--- config.mk ---
export PLATFORM = sky130hd
export DESIGN_NAME = countdown_timer_core
export DESIGN_NICKNAME = d
export VERILOG_FILES = /design/src/rtl/countdown_timer_core.sv
export SDC_FILE = /design/constraint.sdc
export NUM_CORES = 1
export LEC_CHECK = 0
export CORE_ASPECT_RATIO = 2
export CORE_UTILIZATION = 60
export CTS_BUF_LIST = sky130_fd_sc_hd__clkbuf_8
export DETAILED_ROUTE_END_ITERATION = 6
export GPL_ROUTABILITY_DRIVEN = 0
export MAX_ROUTING_LAYER = met4
export PLACE_DENSITY_LB_ADDON = 0.3
export RECOVER_POWER = 50
export SLEW_MARGIN = 20
export SYNTH_ARGS = -nofsm -noshare
export SYNTH_HDL_FRONTEND = slang
export SYNTH_SLANG_ARGS = --single-unit
export TNS_END_PERCENT = 1
--- constraint.sdc ---
create_clock -name clock -period 5.3 [get_ports clock]
set_clock_uncertainty 0.05 [all_clocks]
set_input_delay 0.53 -clock clock [delete_from_list [all_inputs] [get_ports clock]]
set_output_delay 0.53 -clock clock [all_outputs]
set_load 0.005 [all_outputs]
--- src/rtl/countdown_timer_core.sv ---
// countdown_timer_core
//   MM:SS countdown timer with BCD digit outputs. The user tunes the value
//   one field at a time, then start/pause toggles a 1 Hz countdown that ends
//   in DONE at 00:00.
//
//   Parameter
//     MAX_MINUTES      highest minutes value (1..99); tuning wraps it to 00
//
//   Ports
//     clock            system clock, rising edge
//     resetn           asynchronous active-low reset
//     increment_signal one-cycle pulse, +1 on the selected field (TUNE only)
//     tunning          level, 1 = tuning mode (highest priority)
//     field_sel        0 = seconds, 1 = minutes
//     start_pulse      one-cycle start/pause toggle
//     tick_1hz         one-cycle pulse per second (RUN only)
//     min_tens..sec_ones  registered BCD digits of MM:SS
//     running          registered, high in RUN
//     done             registered, high in DONE
//
//   Build option
//     TIMER_AUTO_RELOAD_EN  defined: DONE lasts one cycle, then the value
//                           reloads from the preset captured when tuning
//                           ended and the block returns to IDLE.
//                           undefined: DONE holds at 00:00 until tunning=1.
//
//   state | meaning
//   IDLE  | holding a value, waiting for start_pulse
//   TUNE  | user edits minutes/seconds with increment_signal
//   RUN   | counting down one second per tick_1hz
//   DONE  | count reached 00:00
module countdown_timer_core #(
    parameter int unsigned MAX_MINUTES = 59
) (
    input  logic       clock,
    input  logic       resetn,
    input  logic       increment_signal,
    input  logic       tunning,
    input  logic       field_sel,
    input  logic       start_pulse,
    input  logic       tick_1hz,
    output logic [3:0] min_tens,
    output logic [3:0] min_ones,
    output logic [3:0] sec_tens,
    output logic [3:0] sec_ones,
    output logic       running,
    output logic       done
);

    typedef enum logic [1:0] {
        S_IDLE = 2'd0,
        S_TUNE = 2'd1,
        S_RUN  = 2'd2,
        S_DONE = 2'd3
    } state_t;

    localparam logic [3:0] MAX_MT = 4'(MAX_MINUTES / 10);
    localparam logic [3:0] MAX_MO = 4'(MAX_MINUTES % 10);

    // digits packed as {min_tens, min_ones, sec_tens, sec_ones}
    state_t      state_q, state_d;
    logic [15:0] digits_q, digits_d;
    logic        running_q, done_q;
`ifdef TIMER_AUTO_RELOAD_EN
    logic [15:0] preset_q, preset_d;
`endif

    logic [7:0]  sec_inc;
    logic [7:0]  min_inc;
    logic [15:0] dec_val;

    always_comb begin
        if (digits_q[7:0] == 8'h59)
            sec_inc = 8'h00;
        else if (digits_q[3:0] == 4'd9)
            sec_inc = {digits_q[7:4] + 4'd1, 4'd0};
        else
            sec_inc = {digits_q[7:4], digits_q[3:0] + 4'd1};

        if (digits_q[15:8] == {MAX_MT, MAX_MO})
            min_inc = 8'h00;
        else if (digits_q[11:8] == 4'd9)
            min_inc = {digits_q[15:12] + 4'd1, 4'd0};
        else
            min_inc = {digits_q[15:12], digits_q[11:8] + 4'd1};

        // BCD decrement with borrow; only used when the value is non-zero,
        // so the minutes-tens guard never actually triggers.
        dec_val = digits_q;
        if (digits_q[3:0] != 4'd0) begin
            dec_val[3:0] = digits_q[3:0] - 4'd1;
        end else begin
            dec_val[3:0] = 4'd9;
            if (digits_q[7:4] != 4'd0) begin
                dec_val[7:4] = digits_q[7:4] - 4'd1;
            end else begin
                dec_val[7:4] = 4'd5;
                if (digits_q[11:8] != 4'd0) begin
                    dec_val[11:8] = digits_q[11:8] - 4'd1;
                end else begin
                    dec_val[11:8] = 4'd9;
                    if (digits_q[15:12] != 4'd0)
                        dec_val[15:12] = digits_q[15:12] - 4'd1;
                end
            end
        end
    end

    always_comb begin
        state_d  = state_q;
        digits_d = digits_q;
`ifdef TIMER_AUTO_RELOAD_EN
        preset_d = preset_q;
`endif
        if (tunning) begin
            state_d = S_TUNE;
            // only count pulses once we are already tuning
            if (state_q == S_TUNE && increment_signal) begin
                if (field_sel)
                    digits_d[15:8] = min_inc;
                else
                    digits_d[7:0] = sec_inc;
            end
        end else begin
            case (state_q)
                S_TUNE: begin
                    state_d = S_IDLE;
`ifdef TIMER_AUTO_RELOAD_EN
                    preset_d = digits_q;
`endif
                end
                S_IDLE: begin
                    if (start_pulse && digits_q != 16'h0000)
                        state_d = S_RUN;
                end
                S_RUN: begin
                    // pause beats a coincident tick
                    if (start_pulse) begin
                        state_d = S_IDLE;
                    end else if (tick_1hz) begin
                        digits_d = dec_val;
                        if (dec_val == 16'h0000)
                            state_d = S_DONE;
                    end
                end
                S_DONE: begin
`ifdef TIMER_AUTO_RELOAD_EN
                    state_d  = S_IDLE;
                    digits_d = preset_q;
`endif
                end
                default: state_d = S_IDLE;
            endcase
        end
    end

    always_ff @(posedge clock or negedge resetn) begin
        if (!resetn) begin
            state_q   <= S_IDLE;
            digits_q  <= 16'h0000;
            running_q <= 1'b0;
            done_q    <= 1'b0;
`ifdef TIMER_AUTO_RELOAD_EN
            preset_q  <= 16'h0000;
`endif
        end else begin
            state_q   <= state_d;
            digits_q  <= digits_d;
            running_q <= (state_d == S_RUN);
            done_q    <= (state_d == S_DONE);
`ifdef TIMER_AUTO_RELOAD_EN
            preset_q  <= preset_d;
`endif
        end
    end

    assign min_tens = digits_q[15:12];
    assign min_ones = digits_q[11:8];
    assign sec_tens = digits_q[7:4];
    assign sec_ones = digits_q[3:0];
    assign running  = running_q;
    assign done     = done_q;

endmodule

==> flow_summary.ini, run 1 <==
[synthesis]
syn_area_um2 = 1740
synth_edf_count = 0
synth_top_area_frac = 0.287
yosys_warnings = 0
yosysSeqAreaShare = 0.287
yosys.cell_types.count = 60
yosys_most_used_dff = dfrtp_1
async_flop_share = 1.00
syn-instance-count = 201
synthesis.nets = 221
synth_largest_area_cell = dfrtp_1
ys_ff_latch = 20
synth_area_per_cell_um2 = 8.67
synth_area_leaders = dfrtp_1, ha_1, o21ai_0, inv_1, a22o_1

[worst_setup_path]
critPathCaptureType = flop
startpoint_type = input port
cp_top_family = compound AO/OA/AOI/OAI gates
critPathLaunch = tunning
path_cells = clkdlybuf4s50_1 -> nand4b_1 -> o22ai_1 -> a21boi_0 -> a21oi_1 -> a31oi_1
worst-path-buf-inv = 1
critPathCapture = digits_q[8]$_DFFE_PN0P_
arrival_ns = 2.99
slowest_stage = clkdlybuf4s50_1
cpPeakStageDelay_ns = 1.05
ff2ff_path_depth = 7
rr_endpoint = running$_DFF_PN0_
reg2reg_from = digits_q[8]$_DFFE_PN0P_
path_max_fanout = 26
r2r_slack_ns = 2.63
worstSetupPathDepth = 6
crit_type = in -> reg
worstPathRequired_ns = 5.43

[power]
ir_drop_v = 0.000253
power_density_nw_per_um2 = 413
p_total_uw = 842
p_leak_uw = 0.000889

[final_layout]
layout_commonest_cell = dfrtp_1
drive_gt1_frac = 0.0727
area_growth_pct = 17.1
final_cell_mix = dfrtp_1, inv_1, o21ai_0
nets = 241
diodes = 0
final-seq-area_um2 = 500
multi_input_comb_area_um2 = 1120
final_cells = 249
fillCellCount = 200

[die]
row_count = 27
die_area_um2 = 3140
core_area_um2 = 2740
dieWidth_um = 40.1
io_pins = 25
die_h_um = 78.2
start_util = 0.636

[global_routing]
grt_usage = 0.330
gr-total-overflow = 0
grt_start_max_net_pins = 27
grt_pass1_vias = 1626
grt_pass1_wl_um = 7280
antenna_found_initial = 0

[sta]
setup_ws_ns = 2.45
drv_slew = 0
finalHoldViolCount = 0
finalSetupTns_ns = 0
fmax_ghz = 0.350
rsz0062_at_grt = false
fin_crit_ns = 2.85
worst_pin_slew_ns = 1.17
post-route-period-util = 0.538
setup_viol = 0
relSlewSlack = 0.222

[routing]
drt-total-wl_um = 4470
detail-route-antenna-nets = 0
first_iter_violations = 95
vias_per_cell = 6.88
drc = 0
drtPass1Iterations = 4
post_drt_wl_per_cell_um = 18.0
via_count = 1714

[clock_tree]
ctsResizeCount = 0
cts_max_level = 1
clk_pin_slew_ns = 0.09
cts_buffers = 3
clock_latency_ns = 0.27
cts_hold_buffers = 0
cts_tree = yes
post_cts_buffers = 0
clock_sinks = 20
cts-root-buf = clkbuf_8
cts.path.max_buffers = 2

[place]
dpl_worst_slack_ns = 2.20
port_buffers = 24
dp_cells = 245
hpwl_um = 3190

[run]
maxCapViolCount = 0

[worst_hold_path]
hold_path_class = in -> async

[status]
status = complete, no violations
==> layout make-up <==
| cell class | instances | area share |
|---|---|---|
| Clock buffer | 3 | 0.0202 |
| Clock inverter | 1 | 0.0147 |
| Inverter | 18 | 0.0331 |
| Multi-Input combinational cell | 153 | 0.550 |
| Sequential cell | 20 | 0.245 |
| Tap cell | 29 | 0.0178 |
| Timing Repair Buffer | 25 | 0.118 |
==> logic make-up after synthesis <==
kind of cell    share of synthesized area
mux                                0.0230
fa+ha+maj                          0.0934
buf+inv                            0.0682
compound gates                      0.276
simple gates                        0.252
flops                               0.287
==> flip-flops by register name (all words and copies together), names as in the netlist <==
signal,flops
state_q,2
running,1
done,1
digits_q,16
==> worst register-to-register path, cell delays in order (launching register included) <==
cell and delay (ns):
dfrtp_1 0.47, inv_1 0.09, ha_1 0.22, nor3b_1 0.69, nand4b_1 0.40, mux2i_1 0.27, nand4_1 0.16, and3b_1 0.21
==> how the worst min path moves through the flow <==
stage	endpoint	slack [ns]	cells after the start
6_report	digits_q[13]$_DFFE_PN0P_	0.42	1
3_5_place_dp	digits_q[13]$_DFFE_PN0P_	0.56	1
3_3_place_gp	state_q[0]$_DFF_PN0_	0.55	2
4_1_cts	digits_q[13]$_DFFE_PN0P_	0.58	1
5_1_grt	digits_q[4]$_DFFE_PN0P_	0.55	1
2_1_floorplan	digits_q[0]$_DFFE_PN0P_	0.18	0
==> metrics by stage <==
step	utilization	hold WS, ns	cell area, um2
6_report	0.745	0.421	2040
5_1_grt	0.745	0.549	2040
4_1_cts	0.748	0.581	2050
3_5_place_dp	0.722	0.557	1970
3_3_place_gp	0.722	0.545	1970
2_1_floorplan	-	0.184	1740
==> power breakdown <==
group	leakage (uW)	total, uW	switching (uW)	internal [uW]
registers	0.000258	277	87.2	190
clock network	0.0000357	160	59.5	101
logic	0.000595	405	204	200
==> cell usage after synthesis (3+ instances only) <==
library cell,instances
nand3_1,7
clkbuf_1,3
dfrtp_1,20
nand2_1,10
and2_1,5
a21o_1,3
nor2b_1,4
a31oi_1,3
nand4_1,3
nor4_1,3
or4b_1,3
ha_1,13
a22o_1,7
nor2_1,13
nor3_1,5
a21oi_1,4
buf_2,5
nor3b_1,3
inv_1,18
mux2i_1,4
o21ai_0,17
==> per-layer routing <==
layer / part of all wire / GRT usage
met5: 0 / -
met4: 0.033 / 0.193
met3: 0.035 / 0.0367
met2: 0.55 / 0.537
met1: 0.38 / 0.357
No activity file was read; power rests on OpenSTA's default activity.
==> run 2, diff against run 1 <==
--- a/config.mk
+++ b/config.mk
@@ -6,7 +6,7 @@
 export NUM_CORES = 1
 export LEC_CHECK = 0
 export CORE_ASPECT_RATIO = 2
-export CORE_UTILIZATION = 60
+export CORE_UTILIZATION = 57
 export CTS_BUF_LIST = sky130_fd_sc_hd__clkbuf_8
 export DETAILED_ROUTE_END_ITERATION = 6
 export GPL_ROUTABILITY_DRIVEN = 0
==> constraint.sdc (replaced) <==
create_clock -name clock -period 2.7 [get_ports clock]
set_clock_uncertainty 0.05 [all_clocks]
set_input_delay 0.27 -clock clock [delete_from_list [all_inputs] [get_ports clock]]
set_output_delay 0.27 -clock clock [all_outputs]
set_load 0.005 [all_outputs]
==> flow_summary.ini, run 2 (synthesis results as in run 1) <==
[global_routing]
grt_usage = 0.307
grt_pass1_wl_um = 7090
gr-total-overflow = 0
busiest_layer = met2
globalRouteMet2Util = 0.523
grtUsageMet3 = 0.0304
grt_start_max_net_pins = 21
grt_pass1_vias = 1622
antenna_found_initial = 0
use_met1 = 0.330

[worst_setup_path]
reg2reg_from = digits_q[4]$_DFFE_PN0P_
startpoint_type = flop
path_cells = inv_1 -> ha_1 -> or4b_1 -> o32a_1 -> o211ai_1 -> nand4_1 -> and3b_1
rr_endpoint = running$_DFF_PN0_
cpPeakStageDelay_ns = 0.53
path_max_fanout = 10
slowest_stage = or4b_1
cp_top_family = simple AND/OR/NAND/NOR gates
ff2ff_path_depth = 7
r2r_slack_ns = 0.27
critPathCaptureType = flop
worst-path-buf-inv = 1
arrival_ns = 2.54
worstPathRequired_ns = 2.81
crit_type = reg -> reg

[die]
dieWidth_um = 41.1
io_pins = 25
core_area_um2 = 2940
row_count = 28
die_h_um = 80.2
start_util = 0.592
die_area_um2 = 3290

[final_layout]
nets = 246
area_growth_pct = 18.7
fillCellCount = 234
largest-register = digits_q
layout_commonest_cell = dfrtp_1
largest_reg_flops = 16
final_cell_mix = dfrtp_1, inv_1, o21ai_0
drive_gt1_frac = 0.0933
diodes = 0
reg_top3 = digits_q: 16 flops, state_q: 2 flops

[sta]
setup_viol = 0
fmax_ghz = 0.412
post-route-period-util = 0.900
setup_ws_ns = 0.271
finalHoldViolCount = 0
worst_pin_slew_ns = 0.925
fin_crit_ns = 2.43
drv_slew = 0
relSlewSlack = 0.381
finalSetupTns_ns = 0
rsz0062_at_grt = false

[power]
ir_drop_v = 0.000615
power_density_nw_per_um2 = 770
p_leak_uw = 0.000911

[clock_tree]
cts_tree = yes
cts.path.max_buffers = 2
ctsResizeCount = 0
cts_buffers = 3
cts-root-buf = clkbuf_8
cts_max_level = 1
clk_pin_slew_ns = 0.08
clock_sinks = 20
cts_hold_buffers = 0
clock_latency_ns = 0.27
post_cts_buffers = 0

[routing]
detail-route-antenna-nets = 0
first_iter_violations = 93
vias_per_cell = 6.75
drt-total-wl_um = 4390
via_count = 1721
post_drt_wl_per_cell_um = 17.2
drc = 0
drtPass1Iterations = 4

[place]
dpl_worst_slack_ns = 0.373
hpwl_um = 3230
port_buffers = 24

[status]
status = complete, no violations

[run]
maxCapViolCount = 0

[worst_hold_path]
hold_path_class = in -> async
run 2: cell types whose count changed in the layout (fill, tap and decap cells not counted):
cell,before,now
buf_4,1,6
bufinv_16,1,0
clkbuf_1,1,0
clkbuf_8,3,4
dlygate4sd3_1,9,10
run 2: stage by stage:
stage	cell area, um2	util	hold WS, ns	cells	total power (uW)
after floorplan	1740	-	-0.0756	201	1060
after global placement	2010	0.684	0.543	251	1320
after detailed placement	2010	0.684	0.558	251	1360
after CTS	2070	0.703	0.505	255	1600
after global routing	2070	0.703	0.604	255	1710
final	2070	0.703	0.529	255	1590
run 2: final cells by class:
cell class / count / area [um2] / area share
clock buffers: 4 / 55.1 / 0.0266
inverters: 18 / 67.6 / 0.0327
multi-input cells: 153 / 1120 / 0.543
flip-flops and latches: 20 / 500 / 0.242
well taps: 30 / 37.5 / 0.0181
repair buffers: 30 / 285 / 0.138
run 2: power by group:
part | internal (uW) | switching [uW] | total (uW)
clock network | 130 | 109 | 240
logic | 408 | 408 | 815
registers | 373 | 163 | 537
run 2: worst max path at each step:
stage	cells after the start	to	slack, ns	start
floorplan	7	running$_DFF_PN0_	0.58	digits_q[4]$_DFFE_PN0P_
global placement	7	running$_DFF_PN0_	0.44	digits_q[4]$_DFFE_PN0P_
detailed placement	7	running$_DFF_PN0_	0.37	digits_q[4]$_DFFE_PN0P_
CTS	7	running$_DFF_PN0_	0.27	digits_q[4]$_DFFE_PN0P_
global route	7	running$_DFF_PN0_	0.14	digits_q[4]$_DFFE_PN0P_
finish	7	running$_DFF_PN0_	0.27	digits_q[4]$_DFFE_PN0P_
run 2: layer usage:
layer	vias to the layer above	wire length, um
met5	-	0
met4	0	147
met3	17	147
met2	62	2390
met1	837	1700
li1	805	-
